## config.mk

```make
export PLATFORM = sky130hd
export DESIGN_NAME = if_fetch_unit
export DESIGN_NICKNAME = d
export VERILOG_FILES = /design/src/rtl/if_fetch_unit.sv
export SDC_FILE = /design/constraint.sdc
export NUM_CORES = 1
export LEC_CHECK = 0
export ABC_CLOCK_PERIOD_IN_PS = 4800
export CORE_ASPECT_RATIO = 0.75
export CORE_UTILIZATION = 47
export CTS_CLUSTER_SIZE = 40
export DETAILED_ROUTE_END_ITERATION = 6
export GPL_ROUTABILITY_DRIVEN = 0
export GPL_TIMING_DRIVEN = 0
export PLACE_DENSITY = 0.76
export RECOVER_POWER = 50
export REMOVE_ABC_BUFFERS = 1
export SETUP_SLACK_MARGIN = 0.02
export SYNTH_ARGS = -nofsm -noshare
export SYNTH_HDL_FRONTEND = slang
export SYNTH_SLANG_ARGS = --single-unit
```

## constraint.sdc

```tcl
create_clock -name clk -period 4.8 [get_ports clk]
set_input_delay 0.72 -clock clk [delete_from_list [all_inputs] [get_ports clk]]
set_output_delay 0.72 -clock clk [all_outputs]
set_load 0.005 [all_outputs]
```

## src/rtl/if_fetch_unit.sv

```systemverilog
// Instruction-fetch stage: owns the fetch PC, drives the req/ack imem port and queues words for decode.
// Define FETCH_STATS_EN to add the stat_fetched / stat_discarded counters.
module if_fetch_unit #(
   parameter int unsigned QUEUE_DEPTH = 2,
   parameter logic [31:0] RESET_PC    = 32'h0000_0000
) (
   input  logic        clk,
   input  logic        rst,
   input  logic        freeze,
   input  logic        branch_taken,
   input  logic [31:0] branch_address,
   output logic        imem_req,
   output logic [31:0] imem_addr,
   input  logic        imem_ack,
   input  logic [31:0] imem_rdata,
   output logic        if_valid,
   output logic [31:0] PC,
   output logic [31:0] instruction
`ifdef FETCH_STATS_EN
   ,
   output logic [31:0] stat_fetched,
   output logic [31:0] stat_discarded
`endif
);

   localparam int unsigned PTR_W = (QUEUE_DEPTH > 1) ? $clog2(QUEUE_DEPTH) : 1;
   localparam int unsigned CNT_W = PTR_W + 1;
   localparam logic [CNT_W-1:0] DEPTH_C = CNT_W'(QUEUE_DEPTH);

   typedef enum logic {S_IDLE, S_WAIT} state_t;

   state_t             state_q, state_d;
   logic               req_d;
   logic [31:0]        addr_d;
   logic [31:0]        fetch_pc_q, fetch_pc_d;
   logic               discard_q, discard_d;
   logic [31:0]        target;

   logic [31:0]        q_pc  [QUEUE_DEPTH];
   logic [31:0]        q_ins [QUEUE_DEPTH];
   logic [PTR_W-1:0]   rd_ptr, wr_ptr;
   logic [CNT_W-1:0]   count, cnt_post;
   logic               ack_v, push, pop;

   // Acks are only meaningful against a live request; stale ones are ignored.
   assign ack_v    = imem_ack && imem_req;
   assign target   = branch_address & 32'hFFFF_FFFC;
   assign push     = ack_v && !discard_q && !branch_taken;
   assign pop      = if_valid && !freeze && !branch_taken;
   assign cnt_post = branch_taken ? '0 : CNT_W'(count + CNT_W'(push) - CNT_W'(pop));

   assign if_valid    = (count != '0);
   assign PC          = if_valid ? q_pc[rd_ptr]  : 32'h0;
   assign instruction = if_valid ? q_ins[rd_ptr] : 32'h0;

   // Request FSM state register
   always_ff @(posedge clk) begin
      if (rst) state_q <= S_IDLE;
      else     state_q <= state_d;
   end

   // Next state: issue when space is reserved; a redirect always restarts fetching
   always_comb begin
      state_d = state_q;
      case (state_q)
         S_IDLE: if (branch_taken || count < DEPTH_C) state_d = S_WAIT;
         S_WAIT: if (ack_v && !branch_taken && !discard_q && cnt_post >= DEPTH_C)
                    state_d = S_IDLE;
         default: state_d = S_IDLE;
      endcase
   end

   // Next request/PC/discard values; address only moves when a new request starts
   always_comb begin
      req_d      = (state_d == S_WAIT);
      addr_d     = imem_addr;
      fetch_pc_d = fetch_pc_q;
      discard_d  = discard_q;
      if (branch_taken) begin
         fetch_pc_d = target;
         discard_d  = (state_q == S_WAIT) && !ack_v;
      end else if (ack_v) begin
         discard_d = 1'b0;
         if (!discard_q) fetch_pc_d = fetch_pc_q + 32'd4;
      end
      if (req_d && (state_q == S_IDLE || ack_v)) addr_d = fetch_pc_d;
   end

   always_ff @(posedge clk) begin
      if (rst) begin
         imem_req   <= 1'b0;
         imem_addr  <= 32'h0;
         fetch_pc_q <= RESET_PC;
         discard_q  <= 1'b0;
         count      <= '0;
         rd_ptr     <= '0;
         wr_ptr     <= '0;
      end else begin
         imem_req   <= req_d;
         imem_addr  <= addr_d;
         fetch_pc_q <= fetch_pc_d;
         discard_q  <= discard_d;
         count      <= cnt_post;
         if (branch_taken) begin
            rd_ptr <= wr_ptr;
         end else begin
            if (push) wr_ptr <= wr_ptr + PTR_W'(1);
            if (pop)  rd_ptr <= rd_ptr + PTR_W'(1);
         end
      end
   end

   // Queue storage holds {address+4, word}
   always_ff @(posedge clk) begin
      if (push) begin
         q_pc[wr_ptr]  <= imem_addr + 32'd4;
         q_ins[wr_ptr] <= imem_rdata;
      end
   end

`ifdef FETCH_STATS_EN
   logic drop;
   assign drop = ack_v && (discard_q || branch_taken);

   always_ff @(posedge clk) begin
      if (rst) begin
         stat_fetched   <= 32'h0;
         stat_discarded <= 32'h0;
      end else begin
         stat_fetched   <= stat_fetched + 32'(push);
         stat_discarded <= stat_discarded + 32'(drop) + (branch_taken ? 32'(count) : 32'h0);
      end
   end
`endif

endmodule

```

==> flow_summary.json, run 1 <==
{
  "start_util": 0.488,
  "synth_compound_area_frac": 0.0807,
  "cts_root_buf": "clkbuf_16",
  "worst_pin_slew_ps": 1710,
  "hpwlAfterDp_mm": 13.4,
  "slew_headroom": -0.142,
  "synth-edff-count": 128,
  "clock-sinks": 199,
  "hold_viol_final": 0,
  "yosys.area_share.adder": 0.00575,
  "status": "finished with violations",
  "reg2reg_depth": 10,
  "p_leak_uw": 0.00388,
  "period_needed_ps": 4370,
  "required_ps": 5120,
  "synth_top_family_by_area": "simple AND/OR/NAND/NOR gates",
  "coreArea_mm2": 0.0179,
  "synth_flop_cell": "edfxtp_1",
  "synth_area_mm2": 0.00871,
  "numPortBuffers": 164,
  "drt_iter0_markers": 601,
  "wl_mm": 20.1,
  "vias_per_cell": 5.57,
  "skew_ps": 10.0,
  "numCtsBuffers": 17,
  "wire_per_inst_um": 17.3,
  "synth_area_leader_cell": "edfxtp_1",
  "drc": 0,
  "synthArstFlopShare": 0,
  "n_antenna_cell": 0,
  "holdWs_ps": 473,
  "synthTopCellsByArea": "edfxtp_1 (44%), dfxtp_1 (16%), mux2i_1 (8.2%)",
  "dr_total_vias": 6462,
  "period_share": 0.909,
  "maxCapViolCount": 2,
  "grt_setup_unrepaired": "false",
  "die_y_um": 120,
  "cts_tree": "yes",
  "row_count": 42,
  "synth_seq_cells": 199,
  "dieArea_mm2": 0.0191,
  "synth.area.mux_share": 0.0816,
  "cts.htree.levels": 4,
  "critPathLaunch": "imem_ack",
  "yosys-top-cells-count": "edfxtp_1 (128), nor2_1 (104), dfxtp_1 (71), mux2i_1 (71), nand2_1 (42)",
  "antenna_found_initial": 0,
  "grt_pass1_wl_mm": 32.2,
  "startpoint_type": "input pin",
  "post_cts_resized": 0,
  "hold_buffers": 0,
  "power_density_mw_per_mm2": 328,
  "synth_most_common_cell": "edfxtp_1",
  "hold_depth": 0,
  "cts.clk_slew.worst_paths_ps": 70,
  "cp-end-kind": "register",
  "min_from": "imem_addr[1]",
  "yosysWarningCount": 0,
  "postSynthCellCount": 757,
  "rr_startpoint": "count[1]",
  "nFillCells": 1448,
  "synthSimpleGateAreaFrac": 0.164,
  "setup_viol": 0,
  "preCtsSetupSlack_ps": 72.1,
  "min_path_type": "reg -> reg",
  "clockBufferDepth": 2,
  "post_cts_buffers": 0,
  "grt_max_degree": 52,
  "violations": "max-capacitance violations, max-slew violations",
  "irDropWorstVdd_uv": 214,
  "final_cells": 1161,
  "synth_xor_area_frac": 0.0412,
  "yosysSeqAreaShare": 0.604,
  "yosysUniqueCellTypes": 59,
  "setup_slack_ps": 435,
  "fmax_mhz": 229,
  "drive_gt1_frac": 0.0522,
  "grt_pass1_vias": 6085,
  "area_growth_pct": 28.7,
  "dr.pass1.iters": 5,
  "nNetsFinal": 979,
  "worstSetupPathType": "in -> reg",
  "postRouteAntennaNets": 0,
  "drv_slew": 67,
  "synth_top_area_frac": 0.441,
  "avgSynthCellArea_um2": 11.5,
  "grtUsageTotal": 0.219,
  "clk_latency_ps": 430,
  "pin_count": 167,
  "cp_max_fo": 26,
  "dp.cells": 1129,
  "die_x_um": 159,
  "grt.overflow.total": 0,
  "cp.arrival_ps": 4680
}
-- flip-flops by register name, indices dropped and copies added (netlist names), named ones only --
register    cells
discard_q       1
fetch_pc_q     32
q_ins          64
q_pc           64
imem_req        1
rd_ptr          1
count           2
imem_addr      32
wr_ptr          1
-- cells by family after synthesis --
kind of cell	after synthesis
mux	71
compound gates	101
xor+xnor	41
buf+inv	51
fa+ha+maj	4
flops	199
simple gates	290
-- metrics by stage --
step	TNS [ps]	instance area (um2)	utilization	total power [uW]
final	0	11200	0.628	3680
after detailed placement	0	10700	0.598	2320
after CTS	0	11300	0.630	3720
after global routing	0	11200	0.628	3810
after global placement	-501410	10500	0.588	2310
after floorplan	-8070	8550	-	2120
-- worst paths after layout --
check,end,slack [ps]
min reg2reg,q_pc[0][1],470
max,imem_addr[19],430
max reg2reg,imem_addr[19],710
min,q_pc[0][1],470
-- final cells by class --
class,count,area [um2],share of cell area
timing repair buffer,171,1760,0.157
sequential,199,5270,0.470
clock inverter,12,143,0.0127
inverter,10,37.5,0.00335
clock buffer,20,437,0.0389
multi-input combinational,507,3260,0.291
tap,242,303,0.0270
-- power breakdown --
group / leakage, uW / internal (uW) / switching [uW]
combinational: 0.00185 / 166 / 151
sequential: 0.00176 / 1890 / 63.6
clock: 0.000274 / 779 / 632
-- per-layer routing --
metal,global-route usage,up-vias,part of all wire
li1,-,3089,-
met1,0.314,3108,0.49
met2,0.331,241,0.44
met3,0.0512,24,0.062
met4,0.0619,0,0.013
met5,0,-,0
-- critical path, cell delays in order --
cell,delay (ps)
dlygate4sd3_1,640
and3b_1,390
nand2_1,140
ha_1,350
inv_1,50
ha_1,140
xor2_1,270
mux2i_1,380
o221a_2,690
nand2_1,470
o41ai_1,420
-- placed cells by master, fill, tap and decap left out, types with 10 or more instances in the layout --
cell and count:
edfxtp_1 128, nor2_1 103, clkdlybuf4s50_1 96, mux2i_1 71
dfxtp_1 70, dlygate4sd3_1 66, nand2_1 42, nand3_1 39
o21ai_0 24, xnor2_1 22, a21oi_1 21, nor3_1 20
xor2_1 19, clkbuf_16 17, and3_1 14, and2_1 13
nand4_1 13, nor4_1 12, inv_1 10, o21a_1 10
No activity file was read; power rests on OpenSTA's default activity.
==> inputs of run 2 (changes only) <==
Settings changed: CORE_MARGIN set to 8, CTS_CLUSTER_SIZE 40 to unset.
==> run 2 against run 1 <==
  * The flow still finishes with violations (max-capacitance violations, max-slew violations)
  * Clock skew is essentially flat
  * Sequential cell count unchanged
  * Fmax shrank 2.7%
  * Sequential power hardly changed
  * First-iteration DRC count is 21% lower
  * Sequential share of layout area shrank 0.20 points
  * Total power rose by 0.40%
  * Die area is 21% higher
  * Count of clock-buffer cells in the layout down 3
  * Largest cell class unchanged
  * Largest power group unchanged
==> flow_summary.json, run 2 (synthesized netlist as in run 1, its figures left out) <==
{
  "final_common_cell": "edfxtp_1",
  "cp.arrival_ps": 4820,
  "postRouteAntennaNets": 0,
  "skew_ps": 9.97,
  "setup_viol": 0,
  "die_y_um": 134,
  "p_seq_frac": 0.528,
  "n_antenna_cell": 0,
  "period_share": 0.934,
  "numPortBuffers": 164,
  "dr.pass1.iters": 4,
  "grt_pass1_wl_mm": 34.0,
  "grt.overflow.total": 0,
  "hold_depth": 2,
  "grt_setup_unrepaired": "false",
  "irDropWorstVdd_uv": 230,
  "clockBufferDepth": 2,
  "min_path_type": "reg -> reg",
  "reg_top3": "q_ins x64, q_pc x64",
  "hold_viol_final": 0,
  "cts_tree": "yes",
  "start_util": 0.475,
  "drv_slew": 65,
  "coreArea_mm2": 0.0183,
  "hpwlAfterDp_mm": 14.6,
  "vias_per_cell": 5.48,
  "drt_iter0_markers": 475,
  "cts.htree.levels": 4,
  "wl_mm": 21.4,
  "row_count": 43,
  "cp-end-kind": "register",
  "mostFrequentLayoutCells": "edfxtp_1 (128), nor2_1 (102), clkdlybuf4s50_1 (96)",
  "p_sw_uw": 901,
  "rr_startpoint": "count[1]",
  "worstSetupPathType": "in -> reg",
  "violations": "max-capacitance violations, max-slew violations",
  "status": "finished with violations",
  "antenna_found_initial": 1,
  "reg2reg_depth": 10,
  "grt_max_degree": 56,
  "power_density_mw_per_mm2": 328,
  "drc": 0,
  "final_core_util": 0.614,
  "die_x_um": 173,
  "fmax_mhz": 223,
  "clock_power_share": 0.385,
  "hold_buffers": 0,
  "dp.cells": 1135,
  "holdWs_ps": 476,
  "fin_setup_tns_ps": 0,
  "cts.clk_slew.worst_paths_ps": 70,
  "worst_pin_slew_ps": 1780,
  "internal_power_uw": 2790,
  "nNetsFinal": 981,
  "post_cts_resized": 0,
  "clk_latency_ps": 430,
  "grtUsageTotal": 0.184,
  "drive_gt1_frac": 0.0575,
  "grt_pass1_vias": 6176,
  "final_cells": 1168,
  "netSwitchingFraction": 0.244,
  "cp_max_fo": 55,
  "post_cts_buffers": 0,
  "required_ps": 5130,
  "numCtsBuffers": 17,
  "regToRegSetupSlack_ps": 860,
  "area_growth_pct": 29.3,
  "pin_count": 167,
  "p_leak_uw": 0.00390,
  "power_frac_comb": 0.087,
  "dieArea_mm2": 0.0232,
  "clock-sinks": 199,
  "whs_endpoint": "imem_addr[0]",
  "cts_root_buf": "clkbuf_16",
  "period_needed_ps": 4480,
  "slew_headroom": -0.187,
  "r2r_end": "imem_addr[19]",
  "startpoint_type": "input pin",
  "wire_per_inst_um": 18.3,
  "min_from": "fetch_pc_q[0]",
  "dr_total_vias": 6406,
  "maxCapViolCount": 2
}
## run 2: changes by cell type in the layout (fill, tap and decap cells not counted), sizes merged
| cell | delta |
|---|---|
| buf | +1 |
| clkinv | +3 |
| inv | +2 |
| clkbuf | -2 |
| clkinvlp | -1 |
| bufinv | -1 |
## run 2: layout make-up
class	instances	area, um2
Fill cell	1500	7090
Sequential cell	199	5270
Multi-Input combinational cell	507	3270
Timing Repair Buffer	173	1790
Clock buffer	17	425
Tap cell	247	309
Clock inverter	15	160
Inverter	10	37.5
## run 2: per-layer routing
metal	part of all wire	wire, um	vias to the layer above	track usage
met5	0.00061	13	-	0
met4	0.0084	180	2	0.0330
met3	0.069	1480	18	0.0593
met2	0.44	9500	206	0.282
met1	0.48	10200	3091	0.255
li1	-	-	3089	-
## run 2: worst max-delay path by stage
stage,start,endpoint,slack [ps],depth (start not counted)
floorplan,count[1],imem_addr[25],-390,9
global placement,branch_taken,q_ins[0][19],-3900,4
detailed placement,branch_taken,imem_addr[19],-120,12
CTS,branch_taken,imem_addr[19],300,12
global route,branch_taken,imem_addr[19],60,12
finish,branch_taken,imem_addr[19],320,12
## run 2: critical path: stages
cell	delay, ps
clkbuf_1	100
buf_12	190
inv_1	780
nand2_1	280
ha_1	370
inv_1	40
ha_1	170
xor2_1	250
mux2i_1	380
o221a_2	680
nand2_1	450
o41ai_1	370
## run 2: stage by stage
| stage | worst slack [ps] | total power [uW] | cell area, um2 |
|---|---|---|---|
| 3_3_place_gp | -3900 | 2320 | 10500 |
| 5_1_grt | 56.7 | 3830 | 11300 |
| 4_1_cts | 301 | 3730 | 11300 |
| 6_report | 315 | 3690 | 11300 |
| 2_1_floorplan | -391 | 2120 | 8550 |
| 3_5_place_dp | -123 | 2320 | 10700 |
## run 2: power by group through the flow
stage | Sequential, uW | Combinational (uW) | Clock [uW]
2_1_floorplan | 1980 | 146 | 0
3_3_place_gp | 1990 | 321 | 0
3_5_place_dp | 1990 | 336 | 0
4_1_cts | 1950 | 338 | 1440
5_1_grt | 1960 | 353 | 1520
6_report | 1950 | 322 | 1420
